`config.mk`:
```
export PLATFORM = sky130hd
export DESIGN_NAME = rom_deframer_flat
export DESIGN_NICKNAME = d
export VERILOG_FILES = /design/src/rtl/rom_frame_pkg.sv /design/src/rtl/rom_deframer_if.sv /design/src/rtl/frame_buf.sv /design/src/rtl/rom_deframer.sv /design/src/flat_wrapper.sv
export SDC_FILE = /design/constraint.sdc
export NUM_CORES = 1
export LEC_CHECK = 0
export BUFFER_PORTS_ARGS = -buffer_cell sky130_fd_sc_hd__clkbuf_2
export CAP_MARGIN = 10
export CORE_UTILIZATION = 45
export DETAILED_ROUTE_END_ITERATION = 6
export PLACE_DENSITY = 0.73
export RECOVER_POWER = 25
export SETUP_SLACK_MARGIN = 0.05
export SYNTH_ARGS = -nofsm -noshare
export SYNTH_HDL_FRONTEND = slang
export SYNTH_HIERARCHICAL = 1
export SYNTH_SLANG_ARGS = --single-unit
```
`constraint.sdc`:
```
create_clock -name clk -period 3.1 [get_ports clk]
set_clock_uncertainty 0.05 [all_clocks]
set_input_delay 0.62 -clock clk [delete_from_list [all_inputs] [get_ports clk]]
set_output_delay 0.62 -clock clk [all_outputs]
set_load 0.01 [all_outputs]
```
`src/rtl/rom_frame_pkg.sv`:
```
// Shared constants and state encoding for the command-frame deframer.
package rom_frame_pkg;

  localparam logic [7:0] SYNC_BYTE = 8'hA5;
  localparam logic [1:0] ERR_LEN   = 2'd1;
  localparam logic [1:0] ERR_CHK   = 2'd2;

  typedef enum logic [2:0] {
    S_SYNC = 3'd0,
    S_OP   = 3'd1,
    S_ADDR = 3'd2,
    S_LEN  = 3'd3,
    S_DATA = 3'd4,
    S_CHK  = 3'd5,
    S_EMIT = 3'd6
  } deframe_state_t;

endpackage

```
`src/rtl/rom_deframer_if.sv`:
```
// Addressed beat stream from the deframer to the ROM front end.
// A beat transfers on a rising clk edge where req_valid && req_ready; while
// req_valid is high and req_ready low, every req_* field holds its value.
interface rom_deframer_if;

  logic        req_valid;
  logic        req_ready;
  logic [7:0]  req_opcode;
  logic [31:0] req_addr;
  logic [31:0] req_data;
  logic        req_last;

  modport master (
    output req_valid, req_opcode, req_addr, req_data, req_last,
    input  req_ready
  );

  modport slave (
    input  req_valid, req_opcode, req_addr, req_data, req_last,
    output req_ready
  );

endinterface

```
`src/rtl/frame_buf.sv`:
```
// Payload word buffer: byte-lane synchronous write, combinational read.
module frame_buf #(
  parameter int DEPTH = 16,
  localparam int AW = $clog2(DEPTH)
) (
  input  logic          clk,
  input  logic          we,
  input  logic [AW-1:0] waddr,
  input  logic [1:0]    lane,
  input  logic [7:0]    wbyte,
  input  logic [AW-1:0] raddr,
  output logic [31:0]   rdata
);

  logic [31:0] mem [DEPTH];

  always_ff @(posedge clk) begin
    if (we) begin
      mem[waddr][{lane, 3'b000} +: 8] <= wbyte;
    end
  end

  assign rdata = mem[raddr];

endmodule

```
`src/rtl/rom_deframer.sv`:
```
// Parses SYNC/OP/ADDR/LEN/payload/CHK frames from the response FIFO and
// replays checked frames as addressed 32-bit beats.
module rom_deframer
  import rom_frame_pkg::*;
#(
  parameter int MAX_WORDS = 16
) (
  input  logic                  clk,
  input  logic                  rst_n,
  input  logic                  almost_empty,
  output logic                  rd_en,
  input  logic [7:0]            din,
  rom_deframer_if.master        req,
  output logic                  err_valid,
  output logic [1:0]            err_code,
  output logic [15:0]           frame_ok_cnt,
  output logic [2:0]            state_dbg
);

  localparam int PW = $clog2(MAX_WORDS);
  localparam int CW = PW + 2;

  deframe_state_t state;
  logic           byte_vld;
  logic [CW-1:0]  cnt;
  logic [7:0]     chk;
  logic [7:0]     op_r;
  logic [31:0]    addr_r;
  logic [7:0]     len_r;
  logic [PW-1:0]  beat;
  logic [31:0]    buf_rdata;
  logic           buf_we;
  logic           emit;
  logic           beat_last;
  logic [9:0]     data_end;

  assign state_dbg = state;

  // One pop in flight at a time: the byte lands while byte_vld is high.
  assign rd_en = rst_n && !almost_empty && !byte_vld &&
                 (state inside {S_SYNC, S_OP, S_ADDR, S_LEN, S_DATA, S_CHK});

  assign buf_we   = byte_vld && (state == S_DATA);
  assign data_end = 10'({len_r, 2'b00}) - 10'd1;

  frame_buf #(.DEPTH(MAX_WORDS)) u_buf (
    .clk   (clk),
    .we    (buf_we),
    .waddr (cnt[CW-1:2]),
    .lane  (cnt[1:0]),
    .wbyte (din),
    .raddr (beat),
    .rdata (buf_rdata)
  );

  always_comb begin
    emit      = (state == S_EMIT);
    beat_last = (len_r == 8'd0) || (8'(beat) == len_r - 8'd1);
    req.req_valid  = emit;
    req.req_opcode = emit ? op_r : 8'd0;
    req.req_addr   = emit ? addr_r + 32'({beat, 2'b00}) : 32'd0;
    req.req_data   = (emit && len_r != 8'd0) ? buf_rdata : 32'd0;
    req.req_last   = emit && beat_last;
  end

  always_ff @(posedge clk) begin
    if (!rst_n) begin
      state        <= S_SYNC;
      byte_vld     <= 1'b0;
      cnt          <= '0;
      chk          <= 8'd0;
      op_r         <= 8'd0;
      addr_r       <= 32'd0;
      len_r        <= 8'd0;
      beat         <= '0;
      err_valid    <= 1'b0;
      err_code     <= 2'd0;
      frame_ok_cnt <= 16'd0;
    end else begin
      byte_vld  <= rd_en;
      err_valid <= 1'b0;
      case (state)
        S_SYNC: begin
          if (byte_vld && din == SYNC_BYTE) state <= S_OP;
        end
        S_OP: begin
          if (byte_vld) begin
            op_r  <= din;
            chk   <= din;
            cnt   <= '0;
            state <= S_ADDR;
          end
        end
        S_ADDR: begin
          if (byte_vld) begin
            addr_r[{cnt[1:0], 3'b000} +: 8] <= din;
            chk <= chk ^ din;
            cnt <= cnt + 1'b1;
            if (cnt[1:0] == 2'd3) state <= S_LEN;
          end
        end
        S_LEN: begin
          if (byte_vld) begin
            len_r <= din;
            chk   <= chk ^ din;
            cnt   <= '0;
            if (din > 8'(MAX_WORDS)) begin
              err_valid <= 1'b1;
              err_code  <= ERR_LEN;
              state     <= S_SYNC;
            end else if (din == 8'd0) begin
              state <= S_CHK;
            end else begin
              state <= S_DATA;
            end
          end
        end
        S_DATA: begin
          if (byte_vld) begin
            chk <= chk ^ din;
            cnt <= cnt + 1'b1;
            if (10'(cnt) == data_end) state <= S_CHK;
          end
        end
        S_CHK: begin
          if (byte_vld) begin
            if (din == chk) begin
              beat         <= '0;
              frame_ok_cnt <= frame_ok_cnt + 16'd1;
              state        <= S_EMIT;
            end else begin
              err_valid <= 1'b1;
              err_code  <= ERR_CHK;
              state     <= S_SYNC;
            end
          end
        end
        S_EMIT: begin
          if (req.req_ready) begin
            if (beat_last) state <= S_SYNC;
            else           beat  <= beat + 1'b1;
          end
        end
        default: state <= S_SYNC;
      endcase
    end
  end

endmodule

```
`src/flat_wrapper.sv`:
```
// flat-port wrapper written by rule: the top's interface ports become plain ports
module rom_deframer_flat import rom_frame_pkg::*;
#(
  parameter int MAX_WORDS = 16
)
  (clk, rst_n, almost_empty, rd_en, din, err_valid, err_code, frame_ok_cnt, state_dbg, req_req_valid, req_req_opcode, req_req_addr, req_req_data, req_req_last, req_req_ready);
  rom_deframer_if req_i ();
  input  logic clk;
  input  logic rst_n;
  input  logic almost_empty;
  output logic rd_en;
  input  logic [7:0] din;
  output logic err_valid;
  output logic [1:0] err_code;
  output logic [15:0] frame_ok_cnt;
  output logic [2:0] state_dbg;
  output wire logic [$bits(req_i.req_valid)-1:0] req_req_valid;
  output wire logic [$bits(req_i.req_opcode)-1:0] req_req_opcode;
  output wire logic [$bits(req_i.req_addr)-1:0] req_req_addr;
  output wire logic [$bits(req_i.req_data)-1:0] req_req_data;
  output wire logic [$bits(req_i.req_last)-1:0] req_req_last;
  input wire logic [$bits(req_i.req_ready)-1:0] req_req_ready;
  assign req_req_valid = req_i.req_valid;
  assign req_req_opcode = req_i.req_opcode;
  assign req_req_addr = req_i.req_addr;
  assign req_req_data = req_i.req_data;
  assign req_req_last = req_i.req_last;
  assign req_i.req_ready = req_req_ready;
  rom_deframer #(.MAX_WORDS(MAX_WORDS)) u_core (.clk(clk), .rst_n(rst_n), .almost_empty(almost_empty), .rd_en(rd_en), .din(din), .req(req_i), .err_valid(err_valid), .err_code(err_code), .frame_ok_cnt(frame_ok_cnt), .state_dbg(state_dbg));
endmodule
```
==> flow_metrics.env <==
export IMPL_r2r_start="u_core/state_dbg[1]"
export IMPL_io_buffers=108
export IMPL_critPathLaunchType="register"
export IMPL_hp_class="input port to register"
export IMPL_status="complete, but fails checks"
export IMPL_core_area_um2=54300
export IMPL_antenna_found_initial=0
export IMPL_syn2layout_area_growth_pct=20.2
export IMPL_die_height_um=238
export IMPL_final_max_slew_violation_count=0
export IMPL_wl_met1_um=25100
export IMPL_rows=85
export IMPL_cts_max_path_buffers=3
export IMPL_cp_startpoint="u_core/beat[1]"
export IMPL_synth_seq_area_share=0.687
export IMPL_violations="negative setup slack"
export IMPL_dr_wl_met2_um=30000
export IMPL_min_delay_start="almost_empty"
export IMPL_crit_fanout=6
export IMPL_overflow=0
export IMPL_drt_iter0_drc=1374
export IMPL_grt_first_pass_wirelength_um=93100
export IMPL_yosys_warnings=6
export IMPL_routed_wl_um=62600
export IMPL_p_leak_uw=0.0108
export IMPL_ioPinCount=109
export IMPL_crit_chain="ha_4, a21o_1, a21o_1, a21oi_1, buf_4, or2_4, or3_4, a21oi_4, buf_2"
export IMPL_path_delay_family="simple AND/OR/NAND/NOR gates"
export IMPL_track_usage=0.222
export IMPL_num_nets_final=1867
export IMPL_highest_layer="met4"
export IMPL_final_cell_mix="512 x edfxtp_1, 158 x nand2_1, 134 x nor2_1"
export IMPL_final_common_cell="edfxtp_1"
export IMPL_detail_route_first_pass_iterations=5
export IMPL_fin_crit_sh=1.06
export IMPL_start_util=0.459
export IMPL_cts_buffers=58
export IMPL_wl_met3_um=5870
export IMPL_cts_hold_buf=0
export IMPL_final_area_um2=30000
export IMPL_vias=15200
export IMPL_criticalPathCategory="register to primary output"
export IMPL_post_drt_wl_per_cell_um=23.9
export IMPL_drive_above_1_share=0.291
export IMPL_layout_setup_ws_ns=-0.185
export IMPL_critPathBufInv=2
export IMPL_clockRootBuffer="clkbuf_16"
export IMPL_die_area_um2=56400
export IMPL_slowest_delay_ns=0.37
export IMPL_period_needed_ns=3.29
export IMPL_cts_sinks=601
export IMPL_rrSetupSlack_ns=0.41
export IMPL_hold_viol=0
export IMPL_syn_inst=1606
export IMPL_final_antenna_net_count=0
export IMPL_arrival_ns=2.62
export IMPL_synth_seq_cells=601
export IMPL_maxCapViolCount=0
export IMPL_die_x_um=238
export IMPL_fmax_mhz=304
export IMPL_hpwl_um=35900
export IMPL_synth_edf_count=512
export IMPL_place_area_um2=27000
export IMPL_post_drt_via_cell_ratio=5.80
export IMPL_rsz0062_at_grt="yes"
export IMPL_syn_area_per_cell_um2=15.5
export IMPL_end_kind="primary output"
export IMPL_crit_top_cell="a21o_1"
export IMPL_htree_levels=2
export IMPL_async_reset_ff_frac=0
export IMPL_relSlewSlack=0.434
export IMPL_tightest_slew_ns=0.849
export IMPL_grt_pass1_vias=15000
export IMPL_synthesis_nets=1638
export IMPL_p_total_uw=15800
export IMPL_critPathRequiredTime_ns=2.43
export IMPL_clk_pin_slew_ns=0.06
export IMPL_setup_viol=54
export IMPL_synth_distinct_cells=61
export IMPL_clkLatencyLatePin_ns=0.62
export IMPL_powerDensity_nw_per_um2=525
export IMPL_grt_max_degree=79
export IMPL_slowest_stage="dfxtp_4"
export IMPL_syn_area_um2=25000
export IMPL_cts_tree="done"
export IMPL_gp_congestion=0.856
export IMPL_ir_worst_vdd_mv=0.459
export IMPL_ys_flop_type="edfxtp_1"
export IMPL_drc=0
routing by layer:
layer,vias up,track usage
li1,6633,-
met4,0,0.0700
met1,7713,0.302
met2,753,0.354
met3,122,0.0534
met5,-,0
power by group:
group / leakage [uW] / switching (uW) / internal (uW)
sequential: 0.00626 / 1.36 / 8670
combinational: 0.00360 / 109 / 23.4
clock: 0.000907 / 3020 / 3940
total: 0.0108 / 3130 / 12600
flip-flops by register name, summed over array words and instances, names as in the netlist:
register,cells
u_core/beat,4
u_core/byte_vld,1
u_core/cnt,6
u_core/u_buf/mem,512
u_core/len_r,8
u_core/chk,8
u_core/err_valid,1
u_core/op_r,8
u_core/err_code,2
u_core/frame_ok_cnt,16
u_core/addr_r,32
u_core/state_dbg,3
worst paths after layout:
check | endpoint | depth (start not counted)
hold / removal | u_core/byte_vld | 2
hold reg to reg | u_core/addr_r[0] | 2
setup / recovery | req_req_addr[11] | 9
setup reg to reg | u_core/chk[7] | 6
synthesized netlist by cell type, types with 4 or more instances:
cell type | number | area, um2
buf_1 | 9 | 33.8
a22oi_1 | 64 | 480
a21o_1 | 4 | 30.0
nor3b_1 | 5 | 37.5
mux2i_1 | 6 | 60.1
buf_4 | 10 | 75.1
mux4_2 | 128 | 2880
inv_1 | 16 | 60.1
nor3_1 | 14 | 70.1
nand3_1 | 59 | 295
nor2b_1 | 9 | 56.3
nor4_1 | 4 | 25.0
dfxtp_1 | 89 | 1780
edfxtp_1 | 512 | 15400
or3_1 | 6 | 37.5
and3_1 | 51 | 319
xnor2_1 | 30 | 263
o21ai_0 | 12 | 60.1
and2_1 | 40 | 250
nand2_1 | 159 | 597
xor2_1 | 40 | 350
buf_2 | 10 | 50.1
a21oi_1 | 61 | 305
nand4_1 | 8 | 50.1
ha_1 | 19 | 238
nor2_1 | 138 | 518
clkbuf_1 | 55 | 206
worst reg2reg max path, stage by stage (launching register included):
cell and delay (ns):
dfxtp_1 0.61, clkbuf_1 0.55, nand2b_1 0.23, nand2b_1 0.65
nand2_1 0.19, xnor2_1 0.22, nor2_1 0.05
what timing repair did:
action	CTS	global route
gates cloned	13	2
setup endpoints to repair	59	59
buffers inserted	18	4
pin swaps	52	38
resized for setup	106	53
metrics by stage:
stage / hold WS [ns] / setup WS, ns / TNS [ns] / std cells / utilization
after detailed placement: 0.399 / 0.225 / 0 / 2479 / 0.496
after floorplan: 0.377 / 0.396 / 0 / 1606 / -
after global placement: 0.390 / 0.269 / 0 / 2479 / 0.496
final: 0.136 / -0.185 / -5.23 / 2624 / 0.552
after global routing: 0.145 / -0.254 / -10.17 / 2623 / 0.552
after CTS: 0.109 / -0.216 / -7.60 / 2619 / 0.549
area by class of cell:
| class | count | area (um2) |
|---|---|---|
| flip-flops and latches | 601 | 17200 |
| clock buffers | 65 | 1480 |
| multi-input cells | 898 | 7840 |
| diodes | 1 | 2.50 |
| repair buffers | 259 | 2120 |
| inverters | 17 | 63.8 |
| well taps | 739 | 925 |
| clock inverters | 44 | 405 |
| fillers | 4142 | 24300 |
kinds of logic (layout without fill, tap and decap cells):
family	after synthesis	in the layout	synth area share
multiplexers	134	134	0.118
buffers and inverters	107	385	0.0202
other	0	1	0
AND/OR/NAND/NOR	516	516	0.0987
adder cells (fa/ha/maj)	20	20	0.0103
AO/OA/AOI/OAI	158	158	0.0411
XOR/XNOR	70	70	0.0246
flip-flops	601	601	0.687
(Power assumes the default switching activity.)
